### src/rtl/button_press_encoder_pkg.sv
// Shared game package: button count, FSM state encoding and the
// lowest-set-bit index helper used when a press event is captured.
package button_press_encoder_pkg;

    // Number of arcade buttons on the cabinet
    localparam int NUM_BTN = 8;

    // Width of the press index; 3 bits covers up to eight buttons
    localparam int IDX_W = 3;

    // Button vector as seen by the index helper
    typedef logic [NUM_BTN-1:0] btn_vec_t;

    // Press-reporting FSM states
    typedef enum logic [1:0] {
        IDLE    = 2'd0,
        ARMED   = 2'd1,
        REPORT  = 2'd2,
        LOCKOUT = 2'd3
    } state_t;

    // Index of the lowest set bit, zero when no bit is set
    function automatic logic [IDX_W-1:0] lowest_set_index(input btn_vec_t vec);
        logic [IDX_W-1:0] idx;
        idx = '0;
        for (int i = NUM_BTN - 1; i >= 0; i--) begin
            if (vec[i]) begin
                idx = IDX_W'(i);
            end
        end
        return idx;
    endfunction

endpackage

### src/rtl/button_press_encoder_if.sv
// Press-event handshake between the encoder (master) and the game
// checker (slave). The payload is held while press_valid is high and
// press_ready is low.
interface button_press_encoder_if #(
    parameter int NUM_BTN = 8
);
    logic               press_valid;
    logic               press_ready;
    logic [NUM_BTN-1:0] press_onehot;
    logic [2:0]         press_index;
    logic               press_multi;

    modport master (
        output press_valid,
        output press_onehot,
        output press_index,
        output press_multi,
        input  press_ready
    );

    modport slave (
        input  press_valid,
        input  press_onehot,
        input  press_index,
        input  press_multi,
        output press_ready
    );
endinterface

### src/rtl/button_press_encoder_btn_debounce.sv
// Single-button conditioner: two-flop synchronizer, saturating stability
// counter and the debounced level. Also emits a one-cycle pulse in the
// cycle the debounced level first reads high.
module btn_debounce #(
    parameter int DEBOUNCE_CYCLES = 500000
) (
    input  logic clk,
    input  logic reset,
    input  logic raw,
    output logic stable,
    output logic rise
);
    import button_press_encoder_pkg::*;

    // A single-cycle debounce still needs a one-bit counter to exist
    localparam int CNT_W = (DEBOUNCE_CYCLES > 1) ? $clog2(DEBOUNCE_CYCLES) : 1;
    localparam logic [CNT_W-1:0] CNT_LAST = CNT_W'(DEBOUNCE_CYCLES - 1);

    logic             sync_p0;
    logic             sync_p1;
    logic [CNT_W-1:0] cnt;

    // Synchronize the raw level, count consecutive disagreeing cycles and
    // flip the debounced level once the disagreement has lasted long enough.
    // The counter clears before it can pass CNT_LAST, so it never wraps.
    always_ff @(posedge clk) begin
        if (reset) begin
            sync_p0 <= 1'b0;
            sync_p1 <= 1'b0;
            cnt     <= '0;
            stable  <= 1'b0;
            rise    <= 1'b0;
        end else begin
            sync_p0 <= raw;
            sync_p1 <= sync_p0;
            rise    <= 1'b0;
            if (sync_p1 == stable) begin
                cnt <= '0;
            end else if (cnt == CNT_LAST) begin
                cnt    <= '0;
                stable <= ~stable;
                rise   <= ~stable;
            end else begin
                cnt <= cnt + CNT_W'(1);
            end
        end
    end

endmodule

### src/rtl/button_press_encoder.sv
// Arcade button press encoder. Debounces each button, captures the set
// of buttons that rose together while armed, and presents that event on
// a valid/ready handshake. After acceptance, no new event is taken until
// every button has been released.
module button_press_encoder #(
    parameter int NUM_BTN         = button_press_encoder_pkg::NUM_BTN,
    parameter int DEBOUNCE_CYCLES = 500000
) (
    input  logic                          clk,
    input  logic                          reset,
    input  logic                          enable,
    input  logic [NUM_BTN-1:0]            btn_raw,
    output logic [NUM_BTN-1:0]            btn_stable,
    button_press_encoder_if.master        press
);
    import button_press_encoder_pkg::*;

    logic [NUM_BTN-1:0] rise;
    logic               rise_any;
    logic               rise_multi;

    state_t             state;
    logic               valid;
    logic [NUM_BTN-1:0] onehot;
    logic [IDX_W-1:0]   index;
    logic               multi;

    // One conditioner per button; they run in every FSM state
    for (genvar i = 0; i < NUM_BTN; i++) begin : g_btn
        btn_debounce #(
            .DEBOUNCE_CYCLES(DEBOUNCE_CYCLES)
        ) u_debounce (
            .clk   (clk),
            .reset (reset),
            .raw   (btn_raw[i]),
            .stable(btn_stable[i]),
            .rise  (rise[i])
        );
    end

    assign rise_any   = |rise;
    // More than one bit set: clearing the lowest set bit leaves something
    assign rise_multi = (rise & (rise - NUM_BTN'(1))) != '0;

    // Press FSM with registered handshake outputs; enable low wins over
    // everything except reset and abandons any unacknowledged event
    always_ff @(posedge clk) begin
        if (reset) begin
            state  <= IDLE;
            valid  <= 1'b0;
            onehot <= '0;
            index  <= '0;
            multi  <= 1'b0;
        end else if (!enable) begin
            state  <= IDLE;
            valid  <= 1'b0;
            onehot <= '0;
            index  <= '0;
            multi  <= 1'b0;
        end else begin
            case (state)
                IDLE: begin
                    if (btn_stable == '0) begin
                        state <= ARMED;
                    end
                end
                ARMED: begin
                    if (rise_any) begin
                        state  <= REPORT;
                        valid  <= 1'b1;
                        onehot <= rise;
                        index  <= lowest_set_index(btn_vec_t'(rise));
                        multi  <= rise_multi;
                    end
                end
                REPORT: begin
                    if (valid && press.press_ready) begin
                        state <= LOCKOUT;
                        valid <= 1'b0;
                    end
                end
                LOCKOUT: begin
                    if (btn_stable == '0) begin
                        state <= ARMED;
                    end
                end
                default: begin
                    state <= IDLE;
                    valid <= 1'b0;
                end
            endcase
        end
    end

    assign press.press_valid  = valid;
    assign press.press_onehot = onehot;
    assign press.press_index  = index;
    assign press.press_multi  = multi;

endmodule

### src/flat_wrapper.sv
// flat-port wrapper written by rule: the top's interface ports become plain ports
module button_press_encoder_flat import button_press_encoder_pkg::*;
#(
    parameter int NUM_BTN         = button_press_encoder_pkg::NUM_BTN,
    parameter int DEBOUNCE_CYCLES = 500000
)
  (clk, reset, enable, btn_raw, btn_stable, press_press_valid, press_press_onehot, press_press_index, press_press_multi, press_press_ready);
  button_press_encoder_if #(.NUM_BTN(NUM_BTN)) press_i ();
  input  logic clk;
  input  logic reset;
  input  logic enable;
  input  logic [NUM_BTN-1:0] btn_raw;
  output logic [NUM_BTN-1:0] btn_stable;
  output wire logic [$bits(press_i.press_valid)-1:0] press_press_valid;
  output wire logic [$bits(press_i.press_onehot)-1:0] press_press_onehot;
  output wire logic [$bits(press_i.press_index)-1:0] press_press_index;
  output wire logic [$bits(press_i.press_multi)-1:0] press_press_multi;
  input wire logic [$bits(press_i.press_ready)-1:0] press_press_ready;
  assign press_press_valid = press_i.press_valid;
  assign press_press_onehot = press_i.press_onehot;
  assign press_press_index = press_i.press_index;
  assign press_press_multi = press_i.press_multi;
  assign press_i.press_ready = press_press_ready;
  button_press_encoder #(.NUM_BTN(NUM_BTN), .DEBOUNCE_CYCLES(DEBOUNCE_CYCLES)) u_core (.clk(clk), .reset(reset), .enable(enable), .btn_raw(btn_raw), .btn_stable(btn_stable), .press(press_i));
endmodule
### config.mk
export PLATFORM = sky130hd
export DESIGN_NAME = button_press_encoder_flat
export DESIGN_NICKNAME = d
export VERILOG_FILES = /design/src/rtl/button_press_encoder_pkg.sv /design/src/rtl/button_press_encoder_if.sv /design/src/rtl/button_press_encoder_btn_debounce.sv /design/src/rtl/button_press_encoder.sv /design/src/flat_wrapper.sv
export SDC_FILE = /design/constraint.sdc
export NUM_CORES = 1
export LEC_CHECK = 0
export ABC_AREA = 0
export CAP_MARGIN = 15
export CORE_ASPECT_RATIO = 0.7
export CORE_MARGIN = 10
export CORE_UTILIZATION = 60
export CTS_CLUSTER_DIAMETER = 100
export DETAILED_ROUTE_END_ITERATION = 12
export HOLD_SLACK_MARGIN = 0.1
export MAX_ROUTING_LAYER = met4
export PLACE_DENSITY = 0.86
export SLEW_MARGIN = 0
export SYNTH_ARGS = -nofsm -noshare
export SYNTH_HDL_FRONTEND = slang
export SYNTH_SLANG_ARGS = --single-unit
### constraint.sdc
create_clock -name clk -period 2.7 [get_ports clk]
set_input_delay 0.405 -clock clk [delete_from_list [all_inputs] [get_ports clk]]
set_output_delay 0.405 -clock clk [all_outputs]
set_load 0.02 [all_outputs]
==> impl_metrics.yaml <==
layout:
  num_antenna_cells: 0
  final_cell_mix: "nor2_1 (205), dfxtp_1 (199), xor2_1 (94)"
  mostFrequentLayoutCell: "nor2_1"
  design.final.nets: 976
  layout-drive-gt1-share: 0.05078
  areaGrowthSynthToFinish_pct: 11.19
hold_path:
  worstHoldPathCells: 2
  min_from: "reset"
  worst_hold_path_class: "in -> reg"
logic_synthesis:
  synth.area.top_cells: "dfxtp_1 (47%), xor2_1 (9.8%), nor2_1 (9.2%)"
  synth_adder_area_share: 0.01760
  synth_enable_flop_cells: 0
  number_of_distinct_library_cells_after_synthesis: 53
  fraction_of_synthesized_cell_area_in_xor_and_xnor_cells: 0.1514
  avgSynthCellArea_um2: 9.021
  share_of_the_yosys_chip_area_belonging_to_registers: 0.4749
  dominant_combinational_cell_family_by_area_after_synthesis: "simple AND/OR/NAND/NOR gates"
  netlist.top_cell.by_area: "dfxtp_1"
  simple_gate_share_of_the_synthesized_area: 0.2917
  syn_nets: 953
  synthArstFlopShare: 0
  synth-compound-area-share: 0.02163
  synth_cells: 930
  top_area_cell_type_share_of_the_netlist_area: 0.4749
  synth_mux_area_frac: 0.01074
  ys.flop_type: "dfxtp_1"
  yosys_warnings: 0
  synth.cell_area_um2: 8389
  synth_seq_cells: 199
cts:
  gates_resized_cts_repair: 0
  clk_transition_reported_paths_ns: 0.07
  cts-hold-fix-buffers: 0
  cts.sink_count: 199
  post-cts-setup-buffers: 0
  clock_root_buffer: "clkbuf_16"
  num_cts_buffers: 17
  clockBufferDepth: 2
  deepest_level_of_the_cts_h_tree: 4
  clock_latency_ns: 0.43
  tritoncts_clock_tree: "yes"
drt:
  dr.pass1.iters: 4
  totalWireLength_mm: 15.57
  route.detailed.wl_per_inst_um: 13.48
  dr_drc_count: 0
  vias_per_cell: 5.325
  ant_nets: 0
  dr_total_vias: 6150
  starting_drt_drc_count: 461
worst_setup_path:
  endpoint_kind: "flop"
  critPathArrivalTime_ns: 2.38
  critical-path-max-stage-delay_ns: 0.56
  r2r-start: "u_core.g_btn[7].u_debounce.cnt[10]"
  worst-endpoint-required_ns: 2.99
  timing.critical_path.fanout_max: 18
  list_of_cells_traversed_by_the_critical_path: "nor4b_1 -> nand2_1 -> or4b_4 -> nand2b_1 -> nor2_1"
  critPathLaunch: "u_core.g_btn[7].u_debounce.cnt[10]"
  criticalPathCategory: "reg -> reg"
  start_kind: "flop"
  cp_slowest_cell: "or4b_4"
  r2r.worst_path.cells: 5
grt:
  grt_antenna_before_repair: 0
  first_pass_grt_wire_length_mm: 26.52
  vias_in_the_first_global_route: 5718
  grtUsageTotal: 0.1656
  maximum_number_of_pins_on_one_net_before_global_route_repair: 25
  global_route_total_overflow: 0
placed_design:
  detailedPlacementHpwl_mm: 10.47
  finalWeightedCongestion: 0.8497
  buffer_ports.inserted: 32
  place_ws_ns: 0.5811
power_and_ir_drop:
  vdd_drop_max_mv: 0.3796
  power_report.internal_total_mw: 4.396
  power_frac_seq: 0.535
  total_switching_power_mw: 1.145
  p_clk_frac: 0.448
  leakagePower_nw: 3.102
  comb_power_share: 0.017
  powerDensity_nw_per_um2: 594.0
  power.switching_fraction: 0.2066
timing:
  period_share: 0.7741
  worstMarginPinSlew_ns: 0.8083
  period_needed_ns: 2.090
  rsz0062_at_grt: "false"
  fmax_mhz: 478.4
  setup_skew_ns: 0.008959
  report.final.setup_viol: 0
  relSlewSlack: 0.4561
  hold_violations: 0
  layout_setup_ws_ns: 0.6099
  finalMaxSlewViolations: 0
  final.setup.tns_ns: 0
  hold_ws_ns: 0.4035
floorplanning:
  die_h_um: 118.9
  design.core.area_um2: 13780
  dieWidth_um: 161.3
  fp.dieArea_um2: 19190
  floorplan.initialDensity: 0.6087
  placement_rows: 36
  io_pins: 33
outcome:
  outcome: "finished, final reports clean"
run:
  timing.max_cap.violations: 0
## through the flow
step / power, mW / cells / instance area [um^2] / utilization
after floorplan: 3.096 / 930 / 8389 / -
after global placement: 3.122 / 1124 / 8748 / 0.6347
after detailed placement: 3.125 / 1124 / 8748 / 0.6347
after CTS: 5.588 / 1155 / 9328 / 0.6767
after global routing: 5.702 / 1155 / 9328 / 0.6767
final: 5.541 / 1155 / 9328 / 0.6767
## synthesized netlist by cell type, types with 16 or more instances
cell,count
xnor2_1,51
nand4_1,37
nor3_1,16
and3_1,26
nor2b_1,17
nand3_1,64
nand2_1,60
dfxtp_1,199
nor2_1,205
xor2_1,94
inv_1,18
## final cells by class
type / instances / area [um^2]
clock buffers: 19 / 452.9
well taps: 190 / 237.7
multi-input cells: 684 / 4136
inverters: 18 / 67.56
clock inverters: 12 / 126.4
fillers: 1055 / 4456
repair buffers: 33 / 322.8
flip-flops and latches: 199 / 3984
## sequential cells by signal, indices dropped and copies added, names as in the netlist
signal	flops
u_core.press.press_valid	1
u_core.press.press_multi	1
u_core.g_btn.u_debounce.rise	8
u_core.g_btn.u_debounce.stable	8
u_core.press.press_onehot	8
u_core.g_btn.u_debounce.sync_p0	8
u_core.press.press_index	3
u_core.state	2
u_core.g_btn.u_debounce.cnt	152
u_core.g_btn.u_debounce.sync_p1	8
## routing by layer
| layer | vias to the layer above | share of wire | global-route usage |
|---|---|---|---|
| li1 | 3167 | - | - |
| met1 | 2872 | 0.51 | 0.2206 |
| met2 | 95 | 0.44 | 0.2477 |
| met3 | 16 | 0.036 | 0.02856 |
| met4 | 0 | 0.012 | 0.06179 |
| met5 | - | 0 | - |
## power by group through the flow
stage	clock (mW)	sequential (mW)	combinational (mW)
final	2.48	2.96	0.0949
after global routing	2.63	2.96	0.105
after CTS	2.53	2.96	0.0955
after detailed placement	0	3.03	0.0942
after global placement	0	3.03	0.0924
after floorplan	0	3.03	0.0677
## cells by family after synthesis
group,Yosys count
mux,9
buf+inv,47
flops,199
fa+ha+maj,12
simple gates,491
compound gates,27
xor+xnor,145
## worst max-delay path: cells and delay by family, from the launching register on
| family | cells | cell delay, ns |
|---|---|---|
| and+or+nand+nor | 5 | 1.60 |
| DFF | 1 | 0.36 |
## final timing paths
kind                                        end  slack (ns)
max          u_core.g_btn[7].u_debounce.cnt[12]        0.61
min           u_core.g_btn[7].u_debounce.stable        0.40
max reg2reg  u_core.g_btn[7].u_debounce.cnt[12]        0.61
min reg2reg  u_core.g_btn[6].u_debounce.sync_p1        0.44
No activity file was read; power rests on OpenSTA's default activity.
